===== config.mk =====
export PLATFORM = sky130hd
export DESIGN_NAME = gyro_integrator
export DESIGN_NICKNAME = d
export VERILOG_FILES = /design/src/rtl/gyro_pkg.sv /design/src/rtl/gyro_int_chan.sv /design/src/rtl/gyro_integrator.sv
export SDC_FILE = /design/constraint.sdc
export NUM_CORES = 1
export LEC_CHECK = 0
export CAP_MARGIN = 5
export CORE_MARGIN = 2
export CORE_UTILIZATION = 40
export DETAILED_ROUTE_END_ITERATION = 8
export DONT_BUFFER_PORTS = 1
export PLACE_DENSITY_LB_ADDON = 0.2
export REMOVE_ABC_BUFFERS = 1
export SLEW_MARGIN = 20
export SYNTH_ARGS = -nofsm -noshare
export SYNTH_HDL_FRONTEND = slang
export SYNTH_SLANG_ARGS = --single-unit

===== constraint.sdc =====
create_clock -name clk -period 3.7 [get_ports clk]
set_input_delay 0.555 -clock clk [delete_from_list [all_inputs] [get_ports clk]]
set_output_delay 0.555 -clock clk [all_outputs]
set_load 0.05 [all_outputs]

===== src/rtl/gyro_pkg.sv =====
// gyro_pkg: shared types and width/limit helpers for the gyro rate integrator.
package gyro_pkg;

    // Integrator operating modes
    typedef enum logic [1:0] {
        ST_UNCAL = 2'd0,
        ST_CAL   = 2'd1,
        ST_RUN   = 2'd2
    } gyro_state_e;

    // Width of a per-channel calibration sum: the sample width plus headroom for 2^cal_log2 additions
    function automatic int cal_sum_width(input int in_w, input int cal_log2);
        return in_w + cal_log2;
    endfunction

    // Largest value a signed accumulator of width w can hold (w <= 64)
    function automatic logic signed [63:0] acc_max_f(input int w);
        return (64'sd1 <<< (w - 1)) - 64'sd1;
    endfunction

    // Most negative value a signed accumulator of width w can hold (w <= 64)
    function automatic logic signed [63:0] acc_min_f(input int w);
        return -(64'sd1 <<< (w - 1));
    endfunction

endpackage


===== src/rtl/gyro_int_chan.sv =====
// gyro_int_chan: one rate channel -- bias register, calibration sum,
// bias subtraction, dt scaling and angle accumulation.
// Build option GYRO_SAT_EN: clamp the accumulator and raise a sticky flag
// instead of wrapping on overflow.
module gyro_int_chan
    import gyro_pkg::*;
#(
    parameter int IN_W     = 16,
    parameter int ACC_W    = 24,
    parameter int DT       = 1,
    parameter int CAL_LOG2 = 6
) (
    input  logic             clk,
    input  logic             rst_n,
    input  logic [IN_W-1:0]  sample_i,
    input  logic             cal_clr_i,
    input  logic             cal_acc_i,
    input  logic             cal_fin_i,
    input  logic             integ_i,
    input  logic             clear_i,
    output logic [ACC_W-1:0] angle_o,
    output logic             sat_o
);

    localparam int SUM_W = cal_sum_width(IN_W, CAL_LOG2);
    localparam logic signed [ACC_W-1:0] DT_S = ACC_W'(DT);

    logic signed [IN_W-1:0]  sample_s;
    logic signed [IN_W-1:0]  bias_q, bias_d;
    logic signed [SUM_W-1:0] sum_q, sum_d, sum_add;
    logic signed [IN_W:0]    diff;
    logic signed [ACC_W-1:0] diff_ext;
    logic signed [ACC_W-1:0] prod;
    logic signed [ACC_W-1:0] angle_q, angle_d;
    logic signed [ACC_W-1:0] angle_upd;

    assign sample_s = sample_i;
    assign sum_add  = sum_q + {{CAL_LOG2{sample_s[IN_W-1]}}, sample_s};

    // Bias-corrected rate in IN_W+1 bits so the subtraction can never overflow
    assign diff     = {sample_s[IN_W-1], sample_s} - {bias_q[IN_W-1], bias_q};
    assign diff_ext = {{(ACC_W-IN_W-1){diff[IN_W]}}, diff};
    assign prod     = diff_ext * DT_S;

`ifdef GYRO_SAT_EN
    localparam logic signed [ACC_W-1:0] ACC_MAX = ACC_W'(acc_max_f(ACC_W));
    localparam logic signed [ACC_W-1:0] ACC_MIN = ACC_W'(acc_min_f(ACC_W));

    logic signed [ACC_W:0] acc_wide;
    logic                  ovf;
    logic                  sat_q, sat_d;

    // One extra bit exposes overflow: the top two bits disagree exactly when the sum left range
    assign acc_wide  = {angle_q[ACC_W-1], angle_q} + {prod[ACC_W-1], prod};
    assign ovf       = acc_wide[ACC_W] ^ acc_wide[ACC_W-1];
    assign angle_upd = ovf ? (acc_wide[ACC_W] ? ACC_MIN : ACC_MAX) : acc_wide[ACC_W-1:0];

    // Sticky flag: set on any clamped update, cleared when a calibration restarts
    always_comb begin
        sat_d = sat_q;
        if (cal_clr_i) begin
            sat_d = 1'b0;
        end else if (integ_i && !clear_i && ovf) begin
            sat_d = 1'b1;
        end
    end

    // Saturation flag register
    always_ff @(posedge clk) begin
        if (!rst_n) begin
            sat_q <= 1'b0;
        end else begin
            sat_q <= sat_d;
        end
    end

    assign sat_o = sat_q;
`else
    assign angle_upd = angle_q + prod;
    assign sat_o     = 1'b0;
`endif

    // Next-state for sum, bias and angle; clear and calibration completion both zero the angle
    always_comb begin
        sum_d   = sum_q;
        bias_d  = bias_q;
        angle_d = angle_q;
        if (cal_clr_i) begin
            sum_d = '0;
        end else if (cal_acc_i) begin
            sum_d = sum_add;
        end
        if (cal_fin_i) begin
            bias_d = IN_W'(sum_add >>> CAL_LOG2);
        end
        if (clear_i || cal_fin_i) begin
            angle_d = '0;
        end else if (integ_i) begin
            angle_d = angle_upd;
        end
    end

    // Channel state registers
    always_ff @(posedge clk) begin
        if (!rst_n) begin
            sum_q   <= '0;
            bias_q  <= '0;
            angle_q <= '0;
        end else begin
            sum_q   <= sum_d;
            bias_q  <= bias_d;
            angle_q <= angle_d;
        end
    end

    assign angle_o = angle_q;

endmodule


===== src/rtl/gyro_integrator.sv =====
// gyro_integrator: multi-axis gyro rate integrator with averaging bias
// calibration, clear, and output valid strobe. Channel 0 = pitch, 1 = roll,
// 2 = yaw. Build option GYRO_SAT_EN selects saturating accumulators.
module gyro_integrator
    import gyro_pkg::*;
#(
    parameter int NCH      = 3,
    parameter int IN_W     = 16,
    parameter int ACC_W    = 24,
    parameter int DT       = 1,
    parameter int CAL_LOG2 = 6
) (
    input  logic                 clk,
    input  logic                 rst_n,
    input  logic                 sample_valid,
    input  logic [NCH*IN_W-1:0]  sample_data,
    input  logic                 cal_start,
    input  logic                 clear,
    output logic [NCH*ACC_W-1:0] angle,
    output logic                 angle_valid,
    output logic                 cal_busy,
    output logic                 cal_done,
    output logic [NCH-1:0]       sat_flag
);

    gyro_state_e         state_q;
    logic [CAL_LOG2-1:0] cnt_q;
    logic                angle_valid_q;
    logic                cal_busy_q;
    logic                cal_done_q;

    logic integ;
    logic cal_acc;
    logic cal_fin;

    // Per-cycle channel controls; cal_start and clear both discard a coincident sample
    always_comb begin
        integ   = 1'b0;
        cal_acc = 1'b0;
        cal_fin = 1'b0;
        if (sample_valid && !cal_start) begin
            if (state_q == ST_CAL) begin
                cal_acc = 1'b1;
                cal_fin = &cnt_q;
            end else if (!clear) begin
                integ = 1'b1;
            end
        end
    end

    // Mode FSM with calibration counter and registered status strobes
    always_ff @(posedge clk) begin
        if (!rst_n) begin
            state_q       <= ST_UNCAL;
            cnt_q         <= '0;
            angle_valid_q <= 1'b0;
            cal_busy_q    <= 1'b0;
            cal_done_q    <= 1'b0;
        end else begin
            angle_valid_q <= integ;
            if (cal_start) begin
                state_q    <= ST_CAL;
                cnt_q      <= '0;
                cal_busy_q <= 1'b1;
            end else if (cal_acc) begin
                cnt_q <= cnt_q + 1'b1;
                if (cal_fin) begin
                    state_q    <= ST_RUN;
                    cal_busy_q <= 1'b0;
                    cal_done_q <= 1'b1;
                end
            end
        end
    end

    generate
        for (genvar gi = 0; gi < NCH; gi++) begin : g_chan
            gyro_int_chan #(
                .IN_W     (IN_W),
                .ACC_W    (ACC_W),
                .DT       (DT),
                .CAL_LOG2 (CAL_LOG2)
            ) u_chan (
                .clk       (clk),
                .rst_n     (rst_n),
                .sample_i  (sample_data[gi*IN_W +: IN_W]),
                .cal_clr_i (cal_start),
                .cal_acc_i (cal_acc),
                .cal_fin_i (cal_fin),
                .integ_i   (integ),
                .clear_i   (clear),
                .angle_o   (angle[gi*ACC_W +: ACC_W]),
                .sat_o     (sat_flag[gi])
            );
        end
    endgenerate

    assign angle_valid = angle_valid_q;
    assign cal_busy    = cal_busy_q;
    assign cal_done    = cal_done_q;

endmodule


==> metrics.md, run 1 <==
| Metric | Value |
|---|---|
| Hold buffers post-CTS | 0 |
| WHS | 0.225 ns |
| Post-synth EDFFs | 0 |
| DR iter-0 viols | 630 |
| Initial antenna violation count | 0 |
| Post-synthesis sequential area ratio | between 20% and 30% |
| Fillers | roughly 3,800 |
| Synthesized area per cell | 8.02 um2 |
| Fraction of layout cells with a size suffix above 1 | 8.74% |
| CTS tree | built |
| Starting density of the core | 40.8% |
| Vias per inst | 5.27 |
| IO Port Bufs | 0 |
| IO Pins | about 130 |
| Final Wtd Congestion | approximately 0.86 |
| Largest net degree at the start of global routing | 65 |
| Post-route DRC violation count | 0 |
| Vias in the first global route | approximately 13,000 |
| Dpl ws | -0.00900 ns |
| Skew final | between 0.01 and 0.015 ns |
| Die ar. | 40,100 um2 |
| Seq cells post-synth | 196 |
| Maxcap violations | 0 |
| Clock buffer depth | 2 |
| Finished Core Util | ~46% |
| Cell Pwr Density | about 320 nW/um2 |
| H-tree levels | 4 |
| VDD IR max | around 0.00031 V |
| CP most frequent cell | inv_1 |
| Final #Nets | between 2,000 and 2,500 |
| Row count | between 70 and 80 |
| Crit path launch type | register |
| Non-Filler Instances | 2,503 |
| Pre-antenna DRT Iters | 7 |
| Antenna-violating nets left | 0 |
| CTS clk-pin slew, worst paths | 0.07 ns |
| Dpl hpwl | between 30,000 and 40,000 um |
| Die Wd | around 200 um |
| Tcrit/Tclk final | a little over nine tenths |
| Worst EP arrival | between 3 and 4 ns |
| Ys Warns | 0 |
| TritonCTS buffer count | 17 |
| Final Power | about 5.5 mW |
| CP Cell Sequence | inv_1, fa_1, inv_1, ha_1, a21o_1, a21boi_0, o31a_1, a21oi_1, nor2_1, o21ai_0, a31oi_1, xor2_1, a221oi_1 |
| Tmin final | 3.47 ns |
| P_leak | 7.70 nW |
| First-pass GRT wire length | a little under 70,000 um |
| GRT overflow | 0 |
| Fin. Hold Viols | 0 |
| Area Overhead vs Synth | 11.8% |
| Top FF cell, synth | dfxtp_1 |
| Crit. End Element | register |
| Cell Area, Synth | approximately 15,000 um2 |
| Total number of vias | 13,200 |
| Final wirelength | ~42,000 um |
| Dpl cells | about 2,500 |
| Post-route cell area | 17,200 um2 |
| CP peak stage delay | 0.50 ns |
| Die extent in y | 200 um |
| WL per Instance | ~17 um |
| FFs w/ async S/R, synth | 0% |
| Final Slew Violations | 0 |
| Final Worst Setup Slack | around 0.23 ns |
| Worst Path Max Fanout | 4 |
| Worst Max-Slew Pin Slew | around 0.84 ns |
| Max Clk Rate | between 200 and 300 MHz |
| Crit Path Class | reg2reg |
| Slowest stage cell, crit path | fa_1 |
| Hold Crit Class | in2reg |
| Overall Global Routing Usage | between 20% and 30% |
| RSZ-0062 raised after global routing | no |
| CTS root buffer | clkbuf_16 |
| Dpl cell area | 16,600 um2 |
| Core ar. | between 30,000 and 40,000 um2 |
| Post-Synthesis Cells | approximately 1,900 |
| Data required time of the worst path | around 4.1 ns |
| Final setup fails | 0 |
| Clock sink count | 196 |
| Rel. slew slack | between 40% and 50% |
| Clock Latency Late Sink | approximately 0.46 ns |
| Setup TNS | 0 ns |
| Synth unique cells | 74 |
| Outcome | completed |
==> power by group <==
group / internal (mW) / total [mW] / switching, mW / leakage, nW
clock network: 0.951 / 1.89 / 0.943 / 0.281
logic: 0.604 / 1.49 / 0.881 / 5.83
registers: 2.14 / 2.16 / 0.0268 / 1.58
total: 3.69 / 5.54 / 1.85 / 7.70
==> registers in the layout, summed over array words and instances, names as in the netlist <==
name and flops:
state_q 2, g_chan.u_chan.bias_q 48, cnt_q 6, g_chan.u_chan.sum_q 66
angle_valid 1, cal_done 1, g_chan.u_chan.angle_o 72
==> worst paths after layout <==
path                          startpoint                            to  slack, ns  depth (start not counted)
max          g_chan[0].u_chan.angle_o[2]  g_chan[0].u_chan.angle_o[18]       0.23                         13
max reg2reg  g_chan[0].u_chan.angle_o[2]  g_chan[0].u_chan.angle_o[18]       0.23                         13
min                                rst_n                      cal_done       0.22                          1
min reg2reg    g_chan[2].u_chan.sum_q[5]     g_chan[2].u_chan.sum_q[5]       0.46                          2
==> cell families (layout without fill, tap and decap cells) <==
| logic type | after synthesis | count (layout) | share of synthesized area (%) |
|---|---|---|---|
| xor+xnor | 119 | 119 | 6.77 |
| fa+ha+maj | 211 | 211 | 20.7 |
| buf+inv | 353 | 422 | 8.71 |
| other cells | 1 | 5 | 0.0244 |
| flops | 196 | 196 | 25.5 |
| simple gates | 494 | 494 | 14.3 |
| compound gates | 540 | 540 | 23.7 |
| mux | 5 | 5 | 0.341 |
==> metal layers <==
metal  part of all wire, %  GRT usage (%)  wire (um)  vias up
li1                      -              -          -     6658
met3                   4.6           4.60       1930       30
met2                    49           38.0      20600      224
met1                    45           26.2      19000     6277
met4                   1.3           4.56        533        0
met5                     0              0          0        -
==> final cells by class <==
class                   instances  area [um2]  share of cell area, %
repair buffers                110         826                   4.80
multi-input cells            1372       10200                   59.2
flip-flops and latches        196        3920                   22.8
well taps                     511         639                   3.72
clock buffers                  18         429                   2.49
clock inverters                14         146                  0.851
diodes                          2        5.00                 0.0291
inverters                     280        1050                   6.11
==> timing repair <==
item	4_1_cts	5_1_grt
gates resized for setup	0	1
endpoints found under the hold margin	0	0
setup endpoints to repair	0	1
setup buffers	0	0
==> cells in the mapped netlist, types with 31 or more instances <==
library cell | count | area share, %
fa_1 | 72 | 9.4
a21o_1 | 66 | 3.2
xor2_1 | 44 | 2.5
a21oi_1 | 175 | 5.7
nand3_1 | 47 | 1.5
o21ai_0 | 77 | 2.5
xnor2_1 | 75 | 4.3
ha_1 | 139 | 11
a221oi_1 | 31 | 1.8
clkbuf_1 | 62 | 1.5
nor2_1 | 88 | 2.1
nand2_1 | 249 | 6.1
dfxtp_1 | 196 | 25
inv_1 | 280 | 6.8
==> critical path: cells and delay by family (launching register included) <==
family,cells,cell delay [ns]
compound gates,7,1.82
simple gates,1,0.09
flops,1,0.33
buf+inv,2,0.11
xor+xnor,1,0.18
fa+ha+maj,2,0.83
==> layout by cell type, fill, tap and decap left out, drive strengths merged, types with 6 or more instances in the layout <==
cell type / synthesis / layout
a31oi: 17 / 17
a211oi: 27 / 27
o21a: 16 / 16
o221ai: 6 / 6
nand3: 47 / 47
buf: 11 / 110
nand4: 16 / 16
a21oi: 178 / 178
or3: 7 / 7
nor2: 88 / 88
o211ai: 10 / 10
clkinv: 0 / 7
nor3: 16 / 16
and3: 15 / 15
ha: 139 / 139
fa: 72 / 72
and2: 11 / 11
o31ai: 6 / 6
xor2: 44 / 44
o21ai: 80 / 80
a21o: 66 / 66
nand2: 249 / 249
a21boi: 30 / 30
dfxtp: 196 / 196
clkbuf: 62 / 18
nand3b: 6 / 6
xnor2: 75 / 75
nor2b: 14 / 14
a221oi: 31 / 31
inv: 280 / 285
a211o: 13 / 13
o21bai: 19 / 19
nand2b: 9 / 9
Power figures use the tool's default switching activity.
==> run 2: changes to the inputs <==
clock period = 2.9 ns   (was 3.7 ns; I/O delays follow)
==> run 2 against run 1 <==
The run now ends with setup timing left; via count grew 6.4%; final cell count grew 7.1%; fmax grew 9.1%; wire length grew 7.0%; register-to-register slack lost 0.51 ns; setup slack lost 0.51 ns; non-clock buffer count grew 179; global-route usage grew 1.4 points; sequential power grew 28%; clock power grew 32%; sequential cell count is the same; clock skew grew 0.0022 ns.
==> metrics.md, run 2 (synthesis results as in run 1) <==
| Metric | Value |
|---|---|
| Final Slew Violations | 0 |
| VDD IR max | ~0.00042 V |
| Crit. End Element | register |
| Tmin final | approximately 3.2 ns |
| WL per Instance | 16.8 um |
| IO Pins | between 100 and 150 |
| Commonest non-fill, non-tap cell in the layout | buf_4 |
| CTS tree | built |
| Tcrit/Tclk final | 110% |
| Fillers | 3,574 |
| Data required time of the worst path | 3.25 ns |
| Worst Max-Slew Pin Slew | 0.590 ns |
| Clock buffer depth | 2 |
| Vias per inst | 5.24 |
| Vias in the first global route | roughly 14,000 |
| Multi-input gate area in the final layout | between 10,000 and 15,000 um2 |
| Initial antenna violation count | 0 |
| Die ar. | approximately 40,000 um2 |
| WL met1 | ~19,000 um |
| Final #Nets | 2,420 |
| Largest net degree at the start of global routing | 64 |
| Violated checks | setup timing |
| Fin. Hold Viols | 0 |
| Final setup fails | 28 |
| GRT overflow | 0 |
| Post-route cell area | a little under 20,000 um2 |
| Number of antenna diodes | 0 |
| TritonCTS buffer count | 17 |
| Maxcap violations | 0 |
| Row count | between 70 and 80 |
| WHS | 0.125 ns |
| Max Clk Rate | approximately 310 MHz |
| Post-route DRC violation count | 0 |
| CTS root buffer | clkbuf_16 |
| Rel. slew slack | between 60% and 70% |
| Worst EP arrival | about 3.5 ns |
| Overall Global Routing Usage | a little under a quarter |
| CTS clk-pin slew, worst paths | 0.08 ns |
| H-tree levels | 4 |
| DR WL met2 | ~23,000 um |
| Final Worst Setup Slack | -0.277 ns |
| Dpl cell area | 17,800 um2 |
| Dpl cells | approximately 2,600 |
| Pre-antenna DRT Iters | 5 |
| Clock sink count | 196 |
| Worst reg2reg path depth | 13 |
| Hold Crit Start | cal_start |
| Crit path to | g_chan[1].u_chan.angle_o[22] |
| Largest register FFs | ~70 |
| Reg2reg setup slack | -0.28 ns |
| Register area | 3950 um2 |
| Final Power | 7.83 mW |
| RSZ-0062 raised after global routing | yes |
| Area Overhead vs Synth | 27.1% |
| Crit path launch type | register |
| Final wirelength | between 40,000 and 50,000 um |
| Skew final | 0.0130 ns |
| Crit Path Class | reg2reg |
| First-pass GRT wire length | 73,400 um |
| Cell Pwr Density | around 400 nW/um2 |
| DR top layer | met4 |
| Critical path origin | g_chan[1].u_chan.angle_o[1] |
| Clock Latency Late Sink | ~0.46 ns |
| Outcome | finished with violations |
| Dpl hpwl | approximately 33,000 um |
| Antenna-violating nets left | 0 |
| P_leak | 8.81 nW |
| Total number of vias | 14,000 |
| Starting density of the core | 40.8% |
| Die Wd | between 200 and 250 um |
| Hold Crit Class | in2reg |
| Core ar. | between 30,000 and 40,000 um2 |
| R2r endpoint | g_chan[1].u_chan.angle_o[22] |
| IO Port Bufs | 0 |
| Final Wtd Congestion | 0.895 |
| Die extent in y | approximately 200 um |
| Worst Path Max Fanout | 4 |
| Fraction of layout cells with a size suffix above 1 | 23.1% |
| DR iter-0 viols | around 670 |
| Most frequent cells in the layout | 271 x buf_4, 263 x inv_1, 246 x nand2_1 |
| Finished Core Util | 51.8% |
| R2r startpoint | g_chan[1].u_chan.angle_o[1] |
| DR WL met3 | about 2300 um |
| Non-Filler Instances | roughly 2,700 |
run 2: changes by cell type in the layout (fill, tap and decap cells not counted), sizes merged:
cell      change
buf         +179
bufinv        +1
clkbuf        +4
clkinv        -4
clkinvlp      +2
diode         -2
inv           -3
run 2: cell type report:
class | instances | share of cell area (%)
Sequential cell | 196 | 20.2
Tap cell | 511 | 3.27
Inverter | 280 | 5.37
Clock inverter | 10 | 0.627
Multi-Input combinational cell | 1372 | 56.4
Clock buffer | 22 | 2.42
Timing Repair Buffer | 289 | 11.7
run 2: what timing repair did:
item,in CTS,in global routing
gates cloned,0,0
setup buffers,17,19
resized for setup,129,76
pin swaps,96,90
setup endpoints to repair,43,55
hold buffers,0,0
run 2: how the worst min path moves through the flow:
stage | endpoint | slack [ns] | cells after the start
3_5_place_dp | g_chan[0].u_chan.sum_q[20] | 0.45 | 2
4_1_cts | cal_done | 0.09 | 1
2_1_floorplan | g_chan[2].u_chan.sum_q[3] | 0.44 | 2
6_report | state_q[0] | 0.12 | 2
5_1_grt | g_chan[1].u_chan.bias_q[2] | 0.09 | 1
3_3_place_gp | g_chan[2].u_chan.sum_q[3] | 0.44 | 2
run 2: layer usage:
metal / track usage, % / vias to the layer above
met5: 0 / -
met4: 6.66 / 0
met3: 4.73 / 56
met2: 40.9 / 251
met1: 27.0 / 6729
li1: - / 7001
run 2: per-stage QoR:
step	worst slack (ns)	setup TNS, ns
after global placement	-0.613	-16.16
after floorplan	-1.95	-190.02
after CTS	-0.316	-3.62
final	-0.277	-3.43
after global routing	-0.413	-7.98
after detailed placement	-0.731	-17.56
run 2: power breakdown:
part	total, mW	leakage [nW]	internal [mW]	switching [mW]
logic	2.58	6.93	1.21	1.37
registers	2.76	1.59	2.73	0.0296
clock network	2.49	0.283	1.35	1.15
run 2: worst max-delay path, stage by stage, from the launching register on:
cell and delay, ns:
dfxtp_2 0.34, inv_2 0.04, fa_1 0.48, inv_2 0.06
fa_2 0.42, a21oi_4 0.16, o221ai_2 0.12, o31a_1 0.28
a41o_1 0.31, a211o_1 0.30, and3_4 0.19, a31oi_4 0.15
xor2_1 0.15, a31oi_1 0.08
